[src/rtl/serdesphy_manchester_encoder_pipe.sv]
// Manchester encoder for the SerDes TX path: input FIFO feeding a registered biphase output word.
// Optional idle fill on empty output is enabled with SERDESPHY_MENC_IDLE_FILL_EN.
module serdesphy_manchester_encoder_pipe #(
    parameter int DATA_W     = 8,
    parameter int FIFO_DEPTH = 4,
    localparam int LVL_W     = $clog2(FIFO_DEPTH) + 1
) (
    input  logic                clk,
    input  logic                rst_n,
    input  logic [DATA_W-1:0]   data_in,
    input  logic                data_valid,
    output logic                data_ready,
    input  logic                polarity,
    input  logic                flush,
    output logic [2*DATA_W-1:0] manchester_data,
    output logic                manchester_valid,
    input  logic                serializer_ready,
    output logic [LVL_W-1:0]    fifo_level,
    output logic                idle_flag
);
    localparam int PTR_W = $clog2(FIFO_DEPTH);

    logic [DATA_W-1:0]   mem_q [FIFO_DEPTH];
    logic [PTR_W-1:0]    wr_ptr_q, wr_ptr_d, rd_ptr_q, rd_ptr_d;
    logic [LVL_W-1:0]    count_q, count_d;
    logic [2*DATA_W-1:0] mdata_q, mdata_d;
    logic                mvalid_q, mvalid_d;
    logic                idle_q, idle_d;

    logic                full, empty, push, pop, out_free;
    logic [DATA_W-1:0]   head;
    logic [2*DATA_W-1:0] head_enc;

    assign full       = (count_q == LVL_W'(FIFO_DEPTH));
    assign empty      = (count_q == '0);
    // No look-ahead on a same-cycle pop: keeps data_ready off the serializer_ready path.
    assign data_ready = !full && !flush;
    assign push       = data_valid && data_ready;
    assign out_free   = !mvalid_q || serializer_ready;
    assign pop        = out_free && !empty && !flush;
    assign head       = mem_q[rd_ptr_q];

    // Per-bit symbol: polarity 0 gives {~b, b}, polarity 1 gives {b, ~b}.
    for (genvar i = 0; i < DATA_W; i++) begin : g_lane
        assign head_enc[2*i+1] = head[i] ^ ~polarity;
        assign head_enc[2*i]   = head[i] ^ polarity;
    end

    always_comb begin
        wr_ptr_d = wr_ptr_q;
        rd_ptr_d = rd_ptr_q;
        count_d  = count_q;
        if (flush) begin
            wr_ptr_d = '0;
            rd_ptr_d = '0;
            count_d  = '0;
        end else begin
            if (push) wr_ptr_d = wr_ptr_q + PTR_W'(1);
            if (pop)  rd_ptr_d = rd_ptr_q + PTR_W'(1);
            case ({push, pop})
                2'b10:   count_d = count_q + LVL_W'(1);
                2'b01:   count_d = count_q - LVL_W'(1);
                default: count_d = count_q;
            endcase
        end
    end

    always_comb begin
        mdata_d  = mdata_q;
        mvalid_d = mvalid_q;
        idle_d   = idle_q;
        if (flush) begin
            mvalid_d = 1'b0;
            idle_d   = 1'b0;
        end else if (pop) begin
            mdata_d  = head_enc;
            mvalid_d = 1'b1;
            idle_d   = 1'b0;
        end else if (out_free) begin
`ifdef SERDESPHY_MENC_IDLE_FILL_EN
            mdata_d  = {DATA_W{{~polarity, polarity}}};
            mvalid_d = 1'b1;
            idle_d   = 1'b1;
`else
            mvalid_d = 1'b0;
            idle_d   = 1'b0;
`endif
        end
    end

    always_ff @(posedge clk) begin
        if (push) mem_q[wr_ptr_q] <= data_in;
    end

    always_ff @(posedge clk or negedge rst_n) begin
        if (!rst_n) begin
            wr_ptr_q <= '0;
            rd_ptr_q <= '0;
            count_q  <= '0;
            mdata_q  <= '0;
            mvalid_q <= 1'b0;
            idle_q   <= 1'b0;
        end else begin
            wr_ptr_q <= wr_ptr_d;
            rd_ptr_q <= rd_ptr_d;
            count_q  <= count_d;
            mdata_q  <= mdata_d;
            mvalid_q <= mvalid_d;
            idle_q   <= idle_d;
        end
    end

    assign manchester_data  = mdata_q;
    assign manchester_valid = mvalid_q;
    assign fifo_level       = count_q;
    assign idle_flag        = idle_q;
endmodule

[config.mk]
export PLATFORM = sky130hd
export DESIGN_NAME = serdesphy_manchester_encoder_pipe
export DESIGN_NICKNAME = d
export VERILOG_FILES = /design/src/rtl/serdesphy_manchester_encoder_pipe.sv
export SDC_FILE = /design/constraint.sdc
export NUM_CORES = 1
export LEC_CHECK = 0
export ABC_AREA = 1
export BUFFER_PORTS_ARGS = -buffer_cell sky130_fd_sc_hd__buf_4
export CORE_MARGIN = 1
export CORE_UTILIZATION = 55
export CTS_CLUSTER_DIAMETER = 200
export CTS_CLUSTER_SIZE = 12
export DETAILED_ROUTE_END_ITERATION = 10
export PLACE_DENSITY = 0.77
export SLEW_MARGIN = 20
export SYNTH_ARGS = -nofsm -noshare
export SYNTH_HDL_FRONTEND = slang
export SYNTH_SLANG_ARGS = --single-unit
[constraint.sdc]
create_clock -name clk -period 2.3 [get_ports clk]
set_clock_uncertainty 0.2 [all_clocks]
set_input_delay 0.46 -clock clk [delete_from_list [all_inputs] [get_ports clk]]
set_output_delay 0.46 -clock clk [all_outputs]
set_load 0.01 [all_outputs]
# Yosys cells after proc, flatten, opt, wreduce, memory -nomap -nowiden
# Memories as Yosys holds them, arrays and structs flattened.
# Cells that the tools add are included.
# W data, S select, Z words.
# op_classes
eq_ne,3
reduce_logical,15
mux,13
n_addsub,4
n_bitwise,18
# op_table
op,count
$xor A1 B1 Y1,16
$mux W2,4
$mux W1,7
$pmux W3 S2,1
$reduce_bool A3 Y1,2
$add A2 B1 Y2 const B,2
$logic_and A1 B1 Y1,4
$logic_not A1 Y1,4
$reduce_bool A2 Y1,2
$add A3 B1 Y3 const B,1
$eq A3 B3 Y1 const B,1
$logic_not A3 Y1,1
$mux W3,1
$sub A3 B1 Y3 const B,1
$eq A2 B1 Y1 const B,1
$eq A2 B2 Y1 const B,1
$not A1 Y1,2
$reduce_and A2 Y1,1
$logic_or A1 B1 Y1,1
# word_totals
output_inout_bits,22
ram_bits,32
reg_bits,25
mem_count,1
inputBits,14
word_cells,60
# mem_list
name,depth,word_bits,read_ports,rd_clocked_by_memory_dff,write_ports,line_no,text
mem_q,4,8,1,0,1,23,logic [DATA_W-1:0] mem_q [FIFO_DEPTH];

# Longest topological paths before layout
# Gate-level depths: netlist of the first run.
# logic_depth
word_depth,7
depth_mapped,13
ltp_nobuf,13

# Worst setup path after synthesis of the first run
# Ideal clock, no wire load.
# synth_path
path_type,reg2reg
from,reg count_q[1] (netlist: fifo_level[1])
to,reg count_q[2] (netlist: fifo_level[2])
t_required_ps,1983
stages_incl_launch_ff,14
arrival_ps,1829
period_less_slack_ps,2146
n_path_buf,0
setup_ps,117
path_slack_ps,154
path_cell_list,dfrtp_1 nor2_2 nand2_2 nand2_4 nor2_8 nand2_2 inv_1 fa_1 xnor2_1 inv_1 nand2_1 nand2_1 nand3_2 nand2_1
# synth_via
elab_chain_cells,7
word_cells_on_any_way,15
classes_between,add/sub (2); eq/ne (3); mux (2); reduce/logical (8)
# synth_lines
item,line_no,text
start: declaration,25,"logic [LVL_W-1:0] count_q, count_d;"
start signal: assignment,106,count_q <= count_d;
$eq A3 B3 Y1 / $logic_not A3 Y1 (equally long branches),"34, 35",
$logic_not A1 Y1 (on tied branches),"37, 40",
$logic_and A1 B1 Y1 (on tied branches),"37, 40",
$logic_and A1 B1 Y1 (on tied branches),"38, 40",
$eq A2 B1 Y1 / $eq A2 B2 Y1 (equally long branches),60,"case ({push, pop})"
$pmux W3 S2,60,
$mux W3,53,if (flush) begin
# Parallel ways exist; a longest one is shown, timed or not.
# A chain may end at the register's enable or synchronous reset.

# Final worst setup path of the first run
# Same ends and word-level chain as after synthesis.

==> results of run 1 <==
## layer usage
metal  part of all wire [%]  routed length [um]  GRT usage [%]
met1                     44                1873          26.06
met2                     51                2170          33.55
met3                    3.3                 140          4.797
met4                    1.5                  65          8.163
met5                      0                   0              0
## path summary, 6_finish.rpt
path,startpoint,end,cells after the start
max,fifo_level[1]$_DFFE_PN0P_,fifo_level[2]$_DFFE_PN0P_,13
min,data_in[0],mem_q[1][0]$_DFFE_PP_,1
max reg2reg,fifo_level[1]$_DFFE_PN0P_,fifo_level[2]$_DFFE_PN0P_,13
min reg2reg,manchester_data[14]$_DFFE_PN0P_,manchester_data[14]$_DFFE_PN0P_,2
max in group asynchronous,rst_n,wr_ptr_q[0]$_DFFE_PN0P_,2
min in group asynchronous,rst_n,fifo_level[0]$_DFFE_PN0P_,2
## cell usage in the layout, fill, tap and decap left out
cell type,instances
nand3_2,2
o21ai_1,10
inv_1,11
a21oi_1,3
nand2_2,3
inv_2,3
o21ai_0,1
nor2_4,1
a31oi_1,1
nor2_8,1
nand2_4,3
clkbuf_8,5
clkinv_4,1
xnor2_2,1
nor2_1,5
nand3_4,1
dfrtp_1,24
ha_1,4
conb_1,1
inv_6,2
inv_4,3
dlygate4sd3_1,1
buf_4,43
edfxtp_1,32
nand3_1,21
xor2_1,8
fa_1,1
nand2_1,83
## flip-flops by register name, indices dropped and copies added, names as in the netlist
name,flops
wr_ptr_q,2
fifo_level,3
manchester_data,16
rd_ptr_q,2
mem_q,32
manchester_valid,1
## critical path: stages (launching register included)
cell and delay (ps):
dfrtp_1 460, nor2_4 160, nand2_2 90, nand2_4 100, nor2_8 40, nand2_2 60, inv_1 50, fa_1 400
xnor2_2 200, inv_1 70, nand2_1 70, nand2_1 60, nand3_2 50, nand2_1 40
## cell type report
type	instances	area, um^2
Sequential cell	56	1562
Clock buffer	5	68.82
Tap cell	52	65.06
Multi-Input combinational cell	150	793.3
Clock inverter	3	26.28
Inverter	17	71.32
Fill cell	341	1435
Timing Repair Buffer	44	332.8
## power groups by stage
stage	Combinational (mW)	Sequential [mW]	Clock (mW)
3_3_place_gp	1.37	1.47	0
3_5_place_dp	1.42	1.48	0
5_1_grt	1.62	1.49	0.608
4_1_cts	1.43	1.45	0.572
2_1_floorplan	0.922	1.51	0
6_report	1.43	1.46	0.551
## cells by family after synthesis
logic type                 count (synthesis)  synth area share, %
xor gates and xnor gates                   9                3.174
AOI/OAI and AO/OA                         15                3.073
buffers and inverters                     25                5.692
other                                      1               0.1510
DFF                                       56                62.87
and+or+nand+nor                          120                22.22
adders and majority gates                  5                2.821
## metrics by stage
stage	setup WS, ps	hold WS [ps]	cells
after global placement	164.2	173.1	318
final	138.0	136.0	327
after CTS	70.65	124.7	327
after floorplan	154.2	-35.59	231
after global routing	23.07	116.5	327
after detailed placement	28.47	175.1	318
## repair_timing
item	4_1_cts	5_1_grt
buffers inserted	0	0
gates resized for setup	0	2
endpoints found under the hold margin	24	0
hold buffers	1	0
endpoints found under the setup margin	0	1
==> results.md, run 1 <==
* Placed wire-length estimate at around 3000 um
* Clock transition at path regs at 100 ps
* DRC viols at 0
* Seq pwr share at a little over two fifths
* Post-synth top area share at roughly two fifths
* Worst Setup Start Kind: flop
* Root buf cell: clkbuf_8
* GR Overflow Total at 0
* DRT antenna net count at 0
* CP required at ~2300 ps
* Max Clock Freq at around 460 MHz
* Num ports at 36
* # clock sinks at 56
* Pwr Total at approximately 3.4 mW
* Register area share after synthesis at between 60% and 70%
* CTS tree: built
* Initial Util at 57.04%
* Final TNS setup at 0 ps
* Syn Nets at 250
* Most common cell in the netlist: nand2_1
* IO Port Bufs at 34
* CORE AREA at 4354 um^2
* H-tree levels at 2
* Cts bufs inserted at 5
* Worst Hold Class: input pin to flop
* Clk_lat worst skew at just over 300 ps
* Slew Limit Fails at 0
* Max-cap violation count at 0
* Top cells by count, synth: 83 x nand2_1, 32 x edfxtp_1, 24 x dfrtp_1
* Area delta synth->final at 17.53%
* DIE WIDTH at roughly 70 um
* Cell Area, Placed at roughly 2800 um^2
* Die ar. at around 4800 um^2
* Synth area leader: edfxtp_1
* FFs w/ async S/R, synth at between 40% and 50%
* Synth unique cells at 26
* Layout cell share with drive strength beyond 1 at 25.09%
* Internal power at around 2.1 mW
* Fin. Hold Viols at 0
* EDFF count, synth at 32
* Die height at between 60 and 70 um
* Flops & latches, synth at 56
* Initial antenna violation count at 0
* Final Core Density at about 67%
* DR WL/cell at approximately 13 um
* Yosys warns at 0
* Via/cell ratio at between 5 and 6
* Syn avg cell area at approximately 11 um^2
* Final #Nets at 293
* Cell area after synthesis at between 2000 and 2500 um^2
* Post-route design area at ~2900 um^2
* Final WL at 4250 um
* Clock buffer depth at 2
* Top post-synthesis cells by area: edfxtp_1 39%, dfrtp_1 24%, nand2_1 13%
* R2r setup slk at between 100 and 150 ps
* All-Layer GR Usage at roughly 20%
* Post-Syn Instances at about 230
* NetSw at approximately 1.3 mW
* FP Rows at 24
* Largest net degree at the start of global routing at 26
* Arr. time, crit path at 2180 ps
* P per Cell Area at roughly 1200 nW/um^2
* Combinational power share at slightly above 40%
* Status: finished clean
* Crit share post-route at a little over nine tenths
* Ant diodes at 0
* Fin crit period at ~2200 ps
* Worst VDD drop at 0.5374 mV
* Vias at roughly 1600
* Vias in the first global route at between 1500 and 2000
* Setup violators final at 0
* First-pass GRT wire length at roughly 7500 um
* RSZ-0062 raised after global routing: no
* DR pass1 iterations at 4
* DRT iter0 DRCs at 119
* Setup Crit Path Kind: flop to flop
* Sw frac at between 30% and 40%
* Prevailing post-synth register cell: edfxtp_1
* Worst-path fanout max at 4
* Gpl congestion at between 0.7 and 0.8
* Pleak at 1.354 nW
* Worst setup EP type: flop
* Clock network fraction of total power at between 10% and 20%
No activity file was read; power rests on OpenSTA's default activity.
==> inputs of run 2 (changes only) <==
--- a/config.mk
+++ b/config.mk
@@ -7,12 +7,12 @@
 export LEC_CHECK = 0
 export ABC_AREA = 1
 export BUFFER_PORTS_ARGS = -buffer_cell sky130_fd_sc_hd__buf_4
-export CORE_MARGIN = 1
 export CORE_UTILIZATION = 55
 export CTS_CLUSTER_DIAMETER = 200
 export CTS_CLUSTER_SIZE = 12
 export DETAILED_ROUTE_END_ITERATION = 10
-export PLACE_DENSITY = 0.77
+export GPL_TIMING_DRIVEN = 0
+export PLACE_DENSITY = 0.89
 export SLEW_MARGIN = 20
 export SYNTH_ARGS = -nofsm -noshare
 export SYNTH_HDL_FRONTEND = slang
==> results.md, run 2 (synthesized netlist as in run 1, its figures left out) <==
* P per Cell Area at 1201 nW/um^2 (+1.9%)
* Setup Crit Path Kind: flop to flop
* Initial antenna violation count at 0 (unchanged)
* Arr. time, crit path at 2250 ps (+70 ps)
* Worst VDD drop at 0.6017 mV (+12%)
* Via/cell ratio at 5.086 (+1.3%)
* Post-route design area at 2930 um^2 (+0.39%)
* Filler instances at 326 (-4.4%)
* Final #Nets at 293 (unchanged)
* Vias in the first global route at 1567 (-2.6%)
* Biggest register: mem_q
* Die ar. at 4789 um^2 (unchanged)
* Clock transition at path regs at 110 ps (about the same)
* All-Layer GR Usage at 19.92% (-0.42 points)
* Worst-Margin Slew at 802.7 ps
* Routing usage on met1 at 25.10% (-0.96 points)
* Clock buffer depth at 2 (unchanged)
* H-tree levels at 2 (unchanged)
* Num ports at 36 (unchanged)
* Worst-path fanout max at 6 (+2)
* Worst setup EP type: flop
* Status: finished clean
* Ordered list of cells on the worst path: nor2_4 -> nand2_2 -> nand2_4 -> nor2_8 -> nand2_2 -> inv_1 -> fa_1 -> xnor2_2 -> inv_1 -> nand2_1 -> nand2_1 -> nand3_2 -> nand2_1
* CP max-delay cell: dfrtp_2
* Worst Setup Start Kind: flop
* Relative slew margins at around 46%
* Most common cell after layout, fill and taps aside: nand2_1
* # clock sinks at 56 (unchanged)
* Layout cell share with drive strength beyond 1 at 25.82% (+0.73 points)
* DRC viols at 0 (unchanged)
* Final WL at 4503 um (+6.0%)
* Ant diodes at 0 (unchanged)
* Area delta synth->final at 17.98%
* Max incr delay on CP at 480 ps (+20 ps)
* Die height at 69.20 um (unchanged)
* Largest net degree at the start of global routing at 25 (-3.8%)
* Final worst slack at 69.19 ps (-68.83 ps)
* Max Clock Freq at 448.3 MHz (-3.1%)
* Clk_lat worst skew at 320 ps (about the same)
* Routing usage on met2 at 33.66% (+0.11 points)
* DRT antenna net count at 0 (unchanged)
* CTS tree: built
* Fin. Hold Viols at 0 (unchanged)
* Final TNS setup at 0 ps (unchanged)
* First-pass GRT wire length at 7300 um (-2.4%)
* GR Overflow Total at 0 (unchanged)
* Setup violators final at 0 (unchanged)
* CP top delay family: simple AND/OR/NAND/NOR gates
* Root buf cell: clkbuf_8
* DRT iter0 DRCs at 107 (-10%)
* Place WS at -21.83 ps (-50.30 ps)
* CP required at 2320 ps (about the same)
* IO Port Bufs at 34 (unchanged)
* Crit-path most repeated cell: nand2_1
* DR pass1 iterations at 6 (+2)
* Cell Area, Placed at 2804 um^2 (about the same)
* Final Core Density at 67.30% (+0.26 points)
* Worst Path Buf+Inv at 2 (unchanged)
* Crit share post-route at 96.99% (+3.0 points)
* Vias at 1663 (+1.3%)
* Cts bufs inserted at 5 (unchanged)
* GR peak layer: met2
* Pleak at 1.350 nW (-0.30%)
* CORE AREA at 4354 um^2 (unchanged)
* DIE WIDTH at 69.20 um (unchanged)
* Gpl congestion at 0.7849 (+0.27%)
* Placed wire-length estimate at 3077 um (+1.2%)
* Max FFs per register at 32 (unchanged)
* Worst Hold Class: input pin to flop
* DR WL/cell at 13.77 um (+6.0%)
* FP Rows at 24 (unchanged)
* Max-cap violation count at 0 (unchanged)
* Most frequent cells in the layout: 83 x nand2_1, 37 x buf_4, 32 x edfxtp_1
* Initial Util at 57.04% (unchanged)
* Fin crit period at 2231 ps (+68.83 ps)
* GRT met3 Usage at 4.360% (-0.44 points)
* Slew Limit Fails at 0 (unchanged)
run 2: path summary, 6_finish.rpt:
path	from	to	slack [ps]	cells past startpoint
max in group asynchronous	rst_n	fifo_level[0]$_DFFE_PN0P_	1280	2
max	fifo_level[0]$_DFFE_PN0P_	fifo_level[2]$_DFFE_PN0P_	70	13
max reg2reg	fifo_level[0]$_DFFE_PN0P_	fifo_level[2]$_DFFE_PN0P_	70	13
min in group asynchronous	rst_n	fifo_level[2]$_DFFE_PN0P_	370	2
min reg2reg	manchester_data[12]$_DFFE_PN0P_	manchester_data[12]$_DFFE_PN0P_	290	2
min	data_in[3]	mem_q[3][3]$_DFFE_PP_	140	1
run 2: repair_timing:
item | in CTS | in global routing
hold buffers | 1 | 0
endpoints found under the setup margin | 0 | 1
hold endpoints to repair | 24 | 0
resized for setup | 0 | 4
buffers inserted | 0 | 1
run 2: stage by stage:
stage                     hold slack [ps]  cells  power (mW)
after CTS                           137.6    326       3.493
after detailed placement            173.6    317       2.943
after global routing                127.7    327       3.762
final                               135.5    327       3.518
after global placement              168.7    317       2.881
after floorplan                    -35.59    231       2.427
run 2: routing by layer:
layer	vias up	share of wire, %	routed length (um)
met5	-	0	0
met4	0	1.2	52
met3	5	4.3	194
met2	37	52	2337
met1	788	43	1920
li1	833	-	-
run 2: layout make-up:
| class | count | area, um^2 | area share [%] |
|---|---|---|---|
| inverters | 17 | 71.32 | 2.434 |
| well taps | 52 | 65.06 | 2.220 |
| clock buffers | 5 | 68.82 | 2.348 |
| flip-flops and latches | 56 | 1564 | 53.37 |
| multi-input cells | 150 | 793.3 | 27.07 |
| repair buffers | 36 | 272.8 | 9.308 |
| clock inverters | 3 | 25.02 | 0.8540 |
| plain buffers | 8 | 70.07 | 2.391 |
run 2: where the power goes:
group	internal [mW]	leakage, nW	total (mW)	switching [mW]
sequential	1.29	0.591	1.43	0.143
clock	0.223	0.0452	0.561	0.338
combinational	0.644	0.714	1.52	0.879
total	2.16	1.35	3.52	1.36
run 2: worst register-to-register path, stage by stage (launching register included):
cell and delay (ps):
dfrtp_2 480, nor2_4 130, nand2_2 90, nand2_4 100, nor2_8 50, nand2_2 130
inv_1 70, fa_1 420, xnor2_2 210, inv_1 70, nand2_1 70, nand2_1 50
nand3_2 50, nand2_1 40
==> inputs of run 3 (changes only) <==
--- a/config.mk
+++ b/config.mk
@@ -12,7 +12,7 @@
 export CTS_CLUSTER_SIZE = 12
 export DETAILED_ROUTE_END_ITERATION = 10
 export GPL_TIMING_DRIVEN = 0
-export PLACE_DENSITY = 0.89
+export PLACE_DENSITY = 0.81
 export SLEW_MARGIN = 20
 export SYNTH_ARGS = -nofsm -noshare
 export SYNTH_HDL_FRONTEND = slang
==> results.md, run 3 (synthesized netlist as in run 1, its figures left out) <==
* Fin crit period at 2144 ps (-86.98 ps)
* CORE AREA at 4354 um^2 (unchanged)
* Fin. Hold Viols at 0 (unchanged)
* Worst VDD drop at 0.5106 mV (-15%)
* Placed wire-length estimate at 3093 um (+0.51%)
* DRT iter0 DRCs at 121 (+13%)
* DIE WIDTH at 69.20 um (unchanged)
* Ordered list of cells on the worst path: nor2_4 -> nand2_2 -> nand2_4 -> nor2_8 -> nand2_4 -> inv_1 -> fa_1 -> xnor2_2 -> inv_1 -> nand2_1 -> nand2_1 -> nand3_2 -> nand2_1
* Die height at 69.20 um (unchanged)
* FF-to-FF path depth at 13 (unchanged)
* Worst R2R Start: fifo_level[1]$_DFFE_PN0P_
* First-pass GRT wire length at 7307 um (about the same)
* Crit share post-route at 93.21% (-3.8 points)
* Slew Limit Fails at 0 (unchanged)
* Max Clock Freq at 466.5 MHz (+4.1%)
* Initial Util at 57.04% (unchanged)
* Status: finished clean
* Clock buffer depth at 2 (unchanged)
* Initial antenna violation count at 0 (unchanged)
* Crit-path most repeated cell: nand2_1
* Arr. time, crit path at 2160 ps (-90 ps)
* # clock sinks at 56 (unchanged)
* Worst Hold Class: input pin to flop
* Max-cap violation count at 0 (unchanged)
* DR WL/cell at 13.74 um (-0.21%)
* Biggest register: mem_q
* Ant diodes at 0 (unchanged)
* H-tree levels at 2 (unchanged)
* Hold Path Origin: data_in[7]
* Crit. Startpoint: fifo_level[1]$_DFFE_PN0P_
* Layout cell share with drive strength beyond 1 at 26.71% (+0.90 points)
* Pleak at 1.367 nW (+1.3%)
* Worst Setup Start Kind: flop
* Final Core Density at 68.19% (+0.89 points)
* CP max-delay cell: dfrtp_2
* Final WL at 4521 um (+0.40%)
* Via/cell ratio at 5.088 (about the same)
* CP required at 2310 ps (about the same)
* Setup Crit Path Kind: flop to flop
* IO Port Bufs at 34 (unchanged)
* All-Layer GR Usage at 19.85% (-0.076 points)
* CTS tree: built
* Worst-path fanout max at 6 (unchanged)
* DR pass1 iterations at 4 (-2)
* FP Rows at 24 (unchanged)
* Max FFs per register at 32 (unchanged)
* Setup violators final at 0 (unchanged)
* Root buf cell: clkbuf_8
* Most common cell after layout, fill and taps aside: nand2_1
* Vias at 1674 (+0.66%)
* Final worst slack at 156.2 ps (+86.98 ps)
* Worst setup EP type: flop
* Most frequent cells in the layout: 83 x nand2_1, 39 x buf_4, 32 x edfxtp_1
* Place WS at -22.31 ps (-0.4736 ps)
* Largest net degree at the start of global routing at 25 (unchanged)
* Cts bufs inserted at 5 (unchanged)
* Die ar. at 4789 um^2 (unchanged)
* DRT antenna net count at 0 (unchanged)
* DRC viols at 0 (unchanged)
* Worst Setup EP: fifo_level[2]$_DFFE_PN0P_
* Vias in the first global route at 1613 (+2.9%)
* P per Cell Area at 1218 nW/um^2 (+1.5%)
* Final #Nets at 295 (+0.68%)
* Num ports at 36 (unchanged)
* Clk_lat worst skew at 320 ps (about the same)
* Gpl congestion at 0.7997 (+1.9%)
* R2r setup slk at 160 ps (+90 ps)
* Clock transition at path regs at 100 ps (about the same)
* Max incr delay on CP at 450 ps (-30 ps)
* Worst R2R End: fifo_level[2]$_DFFE_PN0P_
* GR Overflow Total at 0 (unchanged)
* Area delta synth->final at 19.55%
* Worst-Margin Slew at 808.3 ps (+5.640 ps)
* Relative slew margins at 45.91% (-0.38 points)
==> run 3: worst max-delay path: cells and delay by family (launching register included) <==
kind,cells,cell delay [ps]
simple gates,9,680
flops,1,450
fa+ha+maj,1,400
xor+xnor,1,190
buf+inv,2,120
==> run 3: repair_timing <==
item	CTS	global route
endpoints found under the setup margin	0	1
resized for setup	0	6
hold endpoints to repair	24	0
setup buffers	0	3
hold buffers	1	0
==> run 3: layer usage <==
layer,global-route usage [%],routed length (um),vias to the layer above
li1,-,-,840
met1,25.15,1951,785
met2,33.01,2335,43
met3,3.779,169,6
met4,9.297,64,0
met5,0,0,-
==> run 3: stage by stage <==
| step | hold WS, ps | total power, mW | setup TNS (ps) | instances | cell area (um^2) |
|---|---|---|---|---|---|
| detailed placement | 172.9 | 2.937 | -22.31 | 317 | 2804 |
| global placement | 171.0 | 2.880 | 0 | 317 | 2804 |
| finish | 141.8 | 3.616 | 0 | 329 | 2969 |
| floorplan | -35.59 | 2.427 | 0 | 231 | 2484 |
| CTS | 134.7 | 3.579 | 0 | 326 | 2925 |
| global route | 127.3 | 3.866 | -12.68 | 329 | 2969 |
==> run 3: cell type report <==
cell class / count / area (um^2)
sequential: 56 / 1565
fill: 315 / 1385
multi-input combinational: 150 / 798.3
timing repair buffer: 38 / 287.8
inverter: 17 / 71.32
buffer: 8 / 70.07
clock buffer: 5 / 68.82
tap: 52 / 65.06
clock inverter: 3 / 42.54
==> run 3: how the worst min path moves through the flow <==
stage                           endpoint  slack, ps  cells after the start
2_1_floorplan  fifo_level[0]$_DFFE_PN0P_        -40                      0
3_3_place_gp   fifo_level[0]$_DFFE_PN0P_        170                      1
3_5_place_dp   fifo_level[2]$_DFFE_PN0P_        170                      1
4_1_cts            mem_q[0][2]$_DFFE_PP_        130                      1
5_1_grt            mem_q[0][2]$_DFFE_PP_        130                      1
6_report           mem_q[1][7]$_DFFE_PP_        140                      1
==> run 3: where the power goes <==
group	switching (mW)	total, mW	leakage [nW]	internal (mW)
sequential	0.140	1.43	0.589	1.29
combinational	0.882	1.54	0.728	0.660
clock	0.321	0.642	0.0503	0.322
